## config.mk

```make
export PLATFORM = sky130hd
export DESIGN_NAME = fa_gl
export DESIGN_NICKNAME = d
export VERILOG_FILES = /design/src/rtl/fa_gl.sv
export SDC_FILE = /design/constraint.sdc
export NUM_CORES = 1
export LEC_CHECK = 0
export BUFFER_PORTS_ARGS = -buffer_cell sky130_fd_sc_hd__buf_2
export CORE_AREA = 4 4 41 43
export CTS_CLUSTER_DIAMETER = 50
export DETAILED_ROUTE_END_ITERATION = 10
export DIE_AREA = 0 0 45 47
export SYNTH_ARGS = -nofsm -noshare
export SYNTH_HDL_FRONTEND = slang
export SYNTH_SLANG_ARGS = --single-unit
```

## constraint.sdc

```tcl
create_clock -name clk -period 2.4 [get_ports clk]
set_clock_uncertainty 0.1 [all_clocks]
set_input_delay 0.48 -clock clk [delete_from_list [all_inputs] [get_ports clk]]
set_output_delay 0.48 -clock clk [all_outputs]
set_load 0.005 [all_outputs]
```

## src/rtl/fa_gl.sv

```systemverilog
// rtl/fa_gl.sv - gate-level ripple full adder with a registered, valid-qualified result copy
module fa_cell (
  input  logic a,
  input  logic b,
  input  logic ci,
  output logic s,
  output logic co
);
  logic ab;
  logic ac;
  logic bc;

  xor g_s  (s, a, b, ci);
  and g_ab (ab, a, b);
  and g_ac (ac, a, ci);
  and g_bc (bc, b, ci);
  or  g_co (co, ab, ac, bc);
endmodule

module fa_gl #(
  parameter int WIDTH = 1
) (
  input  logic [WIDTH-1:0] ip1,
  input  logic [WIDTH-1:0] ip2,
  input  logic             ip3,
  output logic [WIDTH-1:0] sum,
  output logic             carry,
  input  logic             clk,
  input  logic             rst_n,
  input  logic             in_valid,
  output logic [WIDTH-1:0] sum_q,
  output logic             carry_q,
  output logic             out_valid
);
  // c[i] is the carry into cell i; c[WIDTH] leaves the MSB cell.
  logic [WIDTH:0] c;

  assign c[0] = ip3;

  for (genvar i = 0; i < WIDTH; i++) begin : g_cell
    fa_cell u_cell (
      .a  (ip1[i]),
      .b  (ip2[i]),
      .ci (c[i]),
      .s  (sum[i]),
      .co (c[i+1])
    );
  end

  assign carry = c[WIDTH];

  always_ff @(posedge clk) begin
    if (!rst_n) begin
      sum_q     <= '0;
      carry_q   <= 1'b0;
      out_valid <= 1'b0;
    end else if (in_valid) begin
      sum_q     <= sum;
      carry_q   <= carry;
      out_valid <= 1'b1;
    end else begin
      out_valid <= 1'b0;
    end
  end
endmodule

```

Yosys cells after proc, flatten, opt, wreduce, memory -nomap -nowiden. Index checks and enable logic that the tools add are counted. W data, S select, Z words.

Register bits: 3. Latch bits: 0. Memory bits (writable): 0. Memory bits (read-only): 0. Output and inout bits: 5. Logic and storage cells: 9. Memories: 0.

Add/subtract/negate cells: 0. Multiply operators: 0. Divide/modulo/power cells: 0. $lt $le $gt $ge: 0. Equality and inequality tests: 0. Shift-type cells: 0. Multiplexer cells: 1. Bitwise operators: 3. Reductions and logical operators: 2.

Operators by type and width (number): $and A1 B1 Y1 (3); $reduce_or A3 Y1 (1); $reduce_xor A3 Y1 (1); $mux W1 (1).

Logic depth before layout (Yosys ltp). Gate-level depths: netlist of the first run.

Depth after elaboration: 2. Gate-level depth with buffers: 3.

Hierarchy. Synthesis of the first run repeated with hierarchy kept, for this count alone.

Cells, all modules: 9. Area, all modules: 120.1 um^2.

By module, submodules not included: fa_gl (times used 1, cells each 8, area an instance 100.1 um^2, sequential area each 60.1 um^2); fa_cell (times used 1, cells each 1, area an instance 20.0 um^2, sequential area each 0.0 um^2).

Least setup slack after synthesis of the first run. Ideal clock, no wire load.

Path kind: input port to output port. Start: input ip1. End: output sum. Arrival: 1033 ps. Setup slack: 787 ps. Stages on the path: 1. Cell sequence: fa_1.

Cells in the longest elaborated chain, start to end: 1.

Ends and longest elaborated chain: from (decl) (line 23) `input logic [WIDTH-1:0] ip1,`; $reduce_xor A3 Y1 (line 13) `xor g_s (s, a, b, ci);`; to (decl) (line 26) `output logic [WIDTH-1:0] sum,`.

Every way passes these cells.

Worst setup path after layout of the first run. Ends and elaborated chain as after synthesis.

==> results.ini, run 1 <==
[status]
status = finished, final reports clean

[clock_tree]
cts_buffers = 3
cts_tree = built
clk_pin_slew_worst_paths_ns = 0.04
htreeDepth = 1
cts_setup_buffers = 0
cts-root-buf = clkbuf_4
clock_latency_ns = 0.23
post_cts_resized = 0
clk_path_buf_depth = 2
cts_num_sinks = 3
holdBufCountCts = 0

[sta]
min_period_over_period_pct = 78.0
slew_violations = 0
layout_min_cycle_time_ns = 1.87
fin_tns_setup_ns = 0
tightest_slew_ns = 0.125
finalSetupViolCount = 0
relSlewSlack_pct = 91.5
max_freq_ghz = 0.534
final_hold_viol_count = 0
rsz0062_at_grt = no

[detailed_routing]
dr.pass1.iters = 3
drc = 0
avgViaCountPerCell = 3.11
drt_wl_total_microns = 311
first_iter_violations = 2
ant_nets = 0
routedWlPerCell_microns = 8.18
num_vias = 118

[worst_setup_path]
max_stage_delay_ns = 0.58
r2r-end = sum_q
path_class = in2out
critPathRequiredTime_ns = 1.82
crit_family = adder cells
start_kind = input port
cp.arrival_ns = 1.29
r2r_start = sum_q
slowest_stage = fa_1
crit_chain = buf_2 > fa_1 > buf_2
critical_path.max_fanout = 2
critPathCaptureType = output pin
cpMostUsedCell = buf_2
r2r_cells = 2
rrSetupSlack_ns = 1.71
path_buf_inv = 2
cp-startpoint = ip1

[synth]
yosys.area.top_type = dfxtp_1
synth-seq-cells = 3
synth_edf_count = 0
yosysSeqAreaShare_pct = 50.0
ys_types = 5
syn_area_per_cell_sq_um = 13.3
netlist_area_sq_um = 120
netlist.area_leader.share_pct = 50.0
synth_flop_cell = dfxtp_1
ys_warn_count = 0
syn_inst = 9
synthArstFlopShare_pct = 0
yosysMostFrequentCell = dfxtp_1
synthTopCellsByArea = dfxtp_1 (50%), fa_1 (17%), mux2i_1 (17%)
synth_nets = 16
synth_top_cells_by_count = dfxtp_1 (3), mux2i_1 (2), nor2b_1 (2)

[global_routing]
antenna_found_initial = 0
grt-ovfl-total = 0
grt_pass1_vias = 115
use_met3_pct = 5.75
top_usage_layer = met3
grt_use_met1_pct = 5.48
grt_max_degree = 4
track_usage_pct = 4.75
grt_use_met2_pct = 3.39
grt_pass1_wl_microns = 552

[min_path]
min_from = rst_n
whs_path_depth = 2
whs_endpoint = carry_q
min_path_type = in2reg

[placed_design]
gp_congestion = 0.654
dpl_cell_area_sq_um = 189
port_buffers = 10

[pwr]
switchingPower_uw = 36.5
p_leak_uw = 0.000108
cellPowerDensity_nw_per_um2 = 773
seq_power_share_pct = 33.3
ir_drop_v = 0.000143
combPwrFrac_pct = 14.6
internal-power_uw = 130
p_clk_share_pct = 52.1
switching_share_pct = 22.0

[finish]
antennaDiodeCount = 0
layout.nets = 31
drive_gt1_share_pct = 60.9
final_area_sq_um = 215
nFillCells = 155
area_delta_synth_final_pct = 79.2

[floorplanning]
die_w_microns = 45
coreArea_sq_um = 1300
rows = 13
io_pins = 11
start_util_pct = 9.23
die_area_sq_um = 2120
die_h_microns = 47

[run]
maxCapViolations = 0

-- cells by family (layout without fill, tap and decap cells) --
logic type,count (synthesis),count (layout),synth area share [%]
flip-flops,3,3,50.0
AND/OR/NAND/NOR,3,3,16.7
multiplexers,2,2,16.7
adder cells (fa/ha/maj),1,1,16.7
buffers and inverters,0,14,0
-- worst register-to-register path, cell delays in order, from the launching register on --
cell	delay, ns
dfxtp_1	0.30
mux2i_1	0.12
nor2b_1	0.06
-- metal layers --
layer	vias to the layer above	routed length (microns)
met3	2	76
li1	58	-
met1	47	160
met2	11	69
met4	0	4
met5	-	0
-- flip-flops by register name (all words and copies together) (netlist names) --
| register | count |
|---|---|
| carry_q | 1 |
| out_valid | 1 |
| sum_q | 1 |
-- area by class of cell --
class | count | area (sq um) | area share (%)
Clock buffer | 4 | 26.3 | 12.2
Multi-Input combinational cell | 6 | 60.1 | 27.9
Sequential cell | 3 | 60.1 | 27.9
Tap cell | 15 | 18.8 | 8.72
Timing Repair Buffer | 10 | 50.0 | 23.3
-- how the worst max path moves through the flow --
stage,end,slack [ns],depth (start not counted)
global route,sum,0.51,3
global placement,sum,0.54,3
finish,sum,0.53,3
CTS,sum,0.53,3
floorplan,sum,0.79,1
detailed placement,sum,0.53,3
-- placed cells by master, fill, tap and decap left out --
master / Yosys / layout
mux2i_1: 2 / 2
dfxtp_1: 3 / 3
nor2b_1: 2 / 2
fa_1: 1 / 1
clkbuf_4: 0 / 3
and2_2: 1 / 1
clkbuf_1: 0 / 1
buf_2: 0 / 10
-- per-stage QoR --
stage / hold WS [ns] / std cells / setup WS (ns) / power [uW] / utilization [%]
CTS: 0.389 / 38 / 0.531 / 172 / 16.5
finish: 0.396 / 38 / 0.527 / 166 / 16.5
global route: 0.408 / 38 / 0.510 / 181 / 16.5
detailed placement: 0.418 / 34 / 0.531 / 80.6 / 14.5
global placement: 0.393 / 34 / 0.541 / 79.9 / 14.5
floorplan: 0.407 / 9 / 0.787 / 65.9 / -
-- power by group through the flow --
stage	Clock [uW]	Combinational [uW]	Sequential, uW
after floorplan	0	9.45	56.4
after global placement	0	24.0	55.9
after detailed placement	0	24.5	56.1
after CTS	92.3	24.5	55.3
after global routing	97.9	27.1	55.9
final	86.7	24.3	55.3
Power figures use the tool's default switching activity.
==> run 2: changes to the inputs <==
--- a/config.mk
+++ b/config.mk
@@ -5,6 +5,7 @@
 export SDC_FILE = /design/constraint.sdc
 export NUM_CORES = 1
 export LEC_CHECK = 0
+export ABC_AREA = 1
 export BUFFER_PORTS_ARGS = -buffer_cell sky130_fd_sc_hd__buf_2
 export CORE_AREA = 4 4 41 43
 export CTS_CLUSTER_DIAMETER = 50
==> constraint.sdc (replaced) <==
create_clock -name clk -period 1.85 [get_ports clk]
set_clock_uncertainty 0.1 [all_clocks]
set_input_delay 0.37 -clock clk [delete_from_list [all_inputs] [get_ports clk]]
set_output_delay 0.37 -clock clk [all_outputs]
set_load 0.005 [all_outputs]
==> run 2 against run 1 <==
Combinational power grew 27%. Sequential cell count is the same. Synthesized cell count grew 78%. Non-clock buffer count is the same. Clock power grew 31%. Worst setup slack lost 0.29 ns. Via count grew 19%. Critical path type unchanged. Largest cell class unchanged.
==> results.ini, run 2 <==
[status]
status = finished, final reports clean

[finish]
utilization_pct = 16.9  ; +0.38 points
drive_gt1_share_pct = 43.3  ; -18 points
area_delta_synth_final_pct = 76.0
nFillCells = 162  ; +4.5%
final_common_cell = buf_2
antennaDiodeCount = 0  ; unchanged
layout.nets = 38  ; +23%
layout_common_cells = buf_2 (10), nand2_1 (5), nor2_1 (4)
reg_top3 = carry_q x1, out_valid x1, sum_q x1

[clock_tree]
htreeDepth = 1  ; unchanged
cts_buffers = 3  ; unchanged
cts_tree = built
cts_num_sinks = 3  ; unchanged
clock_latency_ns = 0.23  ; about the same
post_cts_resized = 0  ; unchanged
clk_path_buf_depth = 2  ; unchanged
cts-root-buf = clkbuf_4
cts_setup_buffers = 0  ; unchanged
holdBufCountCts = 0  ; unchanged
clk_pin_slew_worst_paths_ns = 0.03  ; about the same

[min_path]
whs_path_depth = 3  ; +1
whs_endpoint = out_valid
min_path_type = in2reg
min_from = rst_n

[global_routing]
grt_pass1_wl_microns = 448  ; -19%
track_usage_pct = 3.48  ; -1.3 points
grt_pass1_vias = 141  ; +23%
grt_max_degree = 6  ; +2
antenna_found_initial = 0  ; unchanged
grt-ovfl-total = 0  ; unchanged

[synth]
yosysSeqAreaShare_pct = 48.0  ; -2.0 points
synth_flop_cell = dfxtp_1
netlist_area_sq_um = 125  ; +4.2%
ys_warn_count = 0  ; unchanged
synthArstFlopShare_pct = 0  ; unchanged
yosysMostFrequentCell = nand2_1
syn_area_per_cell_sq_um = 7.82  ; -41%
yosys.area.top_type = dfxtp_1
syn_inst = 16  ; +7
synth_nets = 23  ; +7
synth_edf_count = 0  ; unchanged
synth_top_cells_by_count = nand2_1 (5), nor2_1 (4), dfxtp_1 (3), inv_1 (3), fa_1 (1)
synth-seq-cells = 3  ; unchanged
synthTopCellsByArea = dfxtp_1 (48%), fa_1 (16%), nand2_1 (15%)
ys_types = 5  ; unchanged
netlist.area_leader.share_pct = 48.0  ; -2.0 points

[sta]
final_hold_viol_count = 0  ; unchanged
layout_min_cycle_time_ns = 1.61
hold_ws_ns = 0.257  ; -0.139 ns
relSlewSlack_pct = 94.1  ; +2.7 points
slew_violations = 0  ; unchanged
tightest_slew_ns = 0.0882  ; -0.0363 ns
rsz0062_at_grt = no
fin_tns_setup_ns = 0  ; unchanged
fin_ws_ns = 0.239  ; -0.288 ns
min_period_over_period_pct = 87.1
max_freq_ghz = 0.621
finalSetupViolCount = 0  ; unchanged

[worst_setup_path]
critPathCaptureType = output pin
rrSetupSlack_ns = 1.21  ; -0.50 ns
crit_chain = buf_2 > fa_1 > buf_2
path_buf_inv = 2  ; unchanged
start_kind = input port
path_class = in2out
r2r_start = carry_q
r2r-end = carry_q
critPathRequiredTime_ns = 1.38  ; -0.44 ns
crit_family = adder cells
cp.arrival_ns = 1.14  ; -0.15 ns
max_stage_delay_ns = 0.55  ; -0.03 ns
slowest_stage = fa_1
critical_path.max_fanout = 2  ; unchanged
cpMostUsedCell = buf_2
r2r_cells = 2  ; unchanged

[detailed_routing]
dr.pass1.iters = 2  ; -1
drc = 0  ; unchanged
num_vias = 141  ; +19%
drt_wl_total_microns = 301  ; -3.2%
first_iter_violations = 2  ; unchanged
avgViaCountPerCell = 3.13  ; +0.90%
ant_nets = 0  ; unchanged
routedWlPerCell_microns = 6.69  ; -18%

[placed_design]
gp_congestion = 0.662  ; +1.2%
place.detailed.hpwl_microns = 241
place_ws_ns = 0.224  ; -0.307 ns
port_buffers = 10  ; unchanged

[floorplanning]
die_h_microns = 47  ; unchanged
die_area_sq_um = 2120  ; unchanged
start_util_pct = 9.62  ; +0.38 points
io_pins = 11  ; unchanged
rows = 13  ; unchanged
die_w_microns = 45  ; unchanged
coreArea_sq_um = 1300  ; unchanged

[pwr]
switchingPower_uw = 49.8  ; +36%
p_leak_uw = 0.000129  ; +19%
p_clk_share_pct = 52.7  ; +0.6 points
seq_power_share_pct = 33.0  ; -0.3 points
internal-power_uw = 167  ; +28%
ir_drop_v = 0.000112  ; -22%
cellPowerDensity_nw_per_um2 = 983  ; +27%
combPwrFrac_pct = 14.3  ; -0.3 points
switching_share_pct = 23.0  ; +1.0 points

[run]
maxCapViolations = 0  ; unchanged

run 2: power by group through the flow:
stage          Combinational [uW]  Clock, uW  Sequential (uW)
5_1_grt                      36.6        123             72.0
4_1_cts                      32.5        120             71.5
2_1_floorplan                13.4          0             73.3
3_5_place_dp                 32.4          0             72.5
6_report                     30.9        114             71.5
3_3_place_gp                 32.2          0             72.4
run 2: routing by layer:
layer	global-route usage, %	up-vias	share of wire, %
met4	7.02	0	0
met2	5.08	5	55
met3	1.53	0	13
li1	-	72	-
met1	2.27	64	31
met5	0	-	0
run 2: worst reg2reg max path, cell delays in order, from the launching register on:
cell and delay [ns]:
dfxtp_1 0.30, nor2_1 0.09, nor2_1 0.05
run 2: cells by family (layout without fill, tap and decap cells):
logic type               Yosys count  after routing  synth area share [%]
flip-flops                         3              3                  48.0
AND/OR/NAND/NOR                    9              9                  27.0
buffers and inverters              3             17                  9.00
adder cells (fa/ha/maj)            1              1                  16.0
run 2: cell type report:
type / count / area, sq um / area share, %
clock buffer: 4 / 26.3 / 11.9
inverter: 3 / 11.3 / 5.11
multi-input combinational: 10 / 53.8 / 24.4
sequential: 3 / 60.1 / 27.3
tap: 15 / 18.8 / 8.52
timing repair buffer: 10 / 50.0 / 22.7
run 2: worst max-delay path by stage:
stage | startpoint | to | cells past startpoint
after floorplan | ip1 | sum | 1
after global placement | ip1 | sum | 3
after detailed placement | ip1 | sum | 3
after CTS | ip1 | sum | 3
after global routing | ip1 | sum | 3
final | ip1 | sum | 3
run 2: through the flow:
stage                     instance area [sq um]  power, uW  cells
after floorplan                             125       86.7     16
after global placement                      194        105     41
after CTS                                   220        224     45
after detailed placement                    194        105     41
final                                       220        216     45
after global routing                        220        232     45
==> run 3: changes to the inputs <==
==> constraint.sdc (replaced) <==
create_clock -name clk -period 1.85 [get_ports clk]
set_clock_uncertainty 0.1 [all_clocks]
set_input_delay 0.2775 -clock clk [delete_from_list [all_inputs] [get_ports clk]]
set_output_delay 0.2775 -clock clk [all_outputs]
set_load 0.005 [all_outputs]
==> run 3 against run 2 <==
Register-to-register slack hardly changed. Clock power is essentially flat. Sequential share of layout area unchanged. Non-clock buffer count stayed put. Sequential cell count unchanged. Clock-buffer cell count unchanged. Critical endpoint unchanged. Fmax is 13% higher. Die area unchanged. Worst hold slack worse by 0.090 ns. Global-route usage rose by 0.16 points. Sequential power barely moved. Utilization unchanged.
==> results.ini, run 3 (synthesized netlist as in run 2, its figures left out) <==
[sta]
fin_tns_setup_ns = 0  ; unchanged
final_hold_viol_count = 0  ; unchanged
max_freq_ghz = 0.701  ; +13%
layout_min_cycle_time_ns = 1.43  ; -0.185 ns
relSlewSlack_pct = 94.1  ; about the same
slew_violations = 0  ; unchanged
tightest_slew_ns = 0.0886  ; +0.000443 ns
fin_ws_ns = 0.424  ; +0.185 ns
min_period_over_period_pct = 77.1  ; -10 points
finalSetupViolCount = 0  ; unchanged
rsz0062_at_grt = no

[floorplanning]
rows = 13  ; unchanged
io_pins = 11  ; unchanged
start_util_pct = 9.62  ; unchanged
die_w_microns = 45  ; unchanged
coreArea_sq_um = 1300  ; unchanged
die_h_microns = 47  ; unchanged
die_area_sq_um = 2120  ; unchanged

[finish]
final_area_sq_um = 220  ; unchanged
antennaDiodeCount = 0  ; unchanged
layout.nets = 38  ; unchanged
nFillCells = 165  ; +1.9%
layout_common_cells = buf_2 (10), nand2_1 (5), nor2_1 (4)
instances_no_fill = 45  ; unchanged
multi_input_area_sq_um = 53.8  ; unchanged
drive_gt1_share_pct = 43.3  ; unchanged
final_common_cell = buf_2
reg_top3 = carry_q x1, out_valid x1, sum_q x1
seq_area_sq_um = 60.1  ; unchanged
area_delta_synth_final_pct = 76.0  ; unchanged

[detailed_routing]
drt_wl_total_microns = 305  ; +1.3%
dr.pass1.iters = 1  ; -1
drc = 0  ; unchanged
num_vias = 140  ; -0.71%
routedWlPerCell_microns = 6.78  ; +1.3%
avgViaCountPerCell = 3.11  ; -0.71%
ant_nets = 0  ; unchanged
first_iter_violations = 0  ; -2

[clock_tree]
holdBufCountCts = 0  ; unchanged
cts_tree = built
cts_buffers = 3  ; unchanged
clock_latency_ns = 0.23  ; about the same
post_cts_resized = 0  ; unchanged
clk_path_buf_depth = 2  ; unchanged
cts_setup_buffers = 0  ; unchanged
htreeDepth = 1  ; unchanged
cts-root-buf = clkbuf_4
cts_num_sinks = 3  ; unchanged
clk_pin_slew_worst_paths_ns = 0.03  ; about the same

[placed_design]
dp_cells = 41  ; unchanged
gp_congestion = 0.657  ; -0.79%
place_ws_ns = 0.409  ; +0.185 ns
port_buffers = 10  ; unchanged
dpl_cell_area_sq_um = 194  ; unchanged
place.detailed.hpwl_microns = 244  ; +1.3%

[global_routing]
grt_pass1_vias = 147  ; +4.3%
grt-ovfl-total = 0  ; unchanged
track_usage_pct = 3.63  ; +0.16 points
antenna_found_initial = 0  ; unchanged
grt_max_degree = 6  ; unchanged
grt_pass1_wl_microns = 476  ; +6.3%

[run]
maxCapViolations = 0  ; unchanged

[pwr]
cellPowerDensity_nw_per_um2 = 980  ; -0.27%
p_leak_uw = 0.000129  ; unchanged
ir_drop_v = 0.000125  ; +12%

[worst_setup_path]
path_class = in2out
cp.arrival_ns = 1.05  ; -0.09 ns
critPathCaptureType = output pin
cp-startpoint = ip1
critPathRequiredTime_ns = 1.47  ; +0.09 ns
critical_path.max_fanout = 2  ; unchanged
r2r_start = carry_q
start_kind = input port

[min_path]
min_path_type = in2reg
min_from = rst_n

[status]
status = finished, final reports clean

## run 3: layer usage
layer	track usage (%)	share of wire, %	wire (microns)	vias up
met1	2.50	34	104	63
met4	7.02	0	0	0
met3	1.15	10	32	0
li1	-	-	-	72
met2	5.65	55	168	5
met5	0	0	0	-
## run 3: final timing paths
check,endpoint,slack (ns),cells after the start
max reg2reg,carry_q,1.21,2
max,sum,0.42,3
min reg2reg,sum_q,0.36,2
min,out_valid,0.17,3
## run 3: report_power, final
group | switching [uW] | internal [uW] | leakage, uW
sequential | 1.66 | 69.8 | 0.0000250
combinational | 15.1 | 16.0 | 0.0000889
clock | 32.5 | 80.7 | 0.0000150
total | 49.3 | 167 | 0.000129
## run 3: final cells by class
class	count	share of cell area, %
Sequential cell	3	27.3
Timing Repair Buffer	10	22.7
Tap cell	15	8.52
Clock buffer	4	11.9
Multi-Input combinational cell	10	24.4
Inverter	3	5.11
## run 3: worst max-delay path, cell delays in order
cell	delay (ns)
buf_2	0.11
fa_1	0.55
buf_2	0.12
## run 3: metrics by stage
step	utilization, %	hold WS, ns	total power, uW
floorplan	-	0.271	86.7
global placement	14.9	0.358	105
detailed placement	14.9	0.362	105
CTS	16.9	0.168	224
global route	16.9	0.193	231
finish	16.9	0.167	216
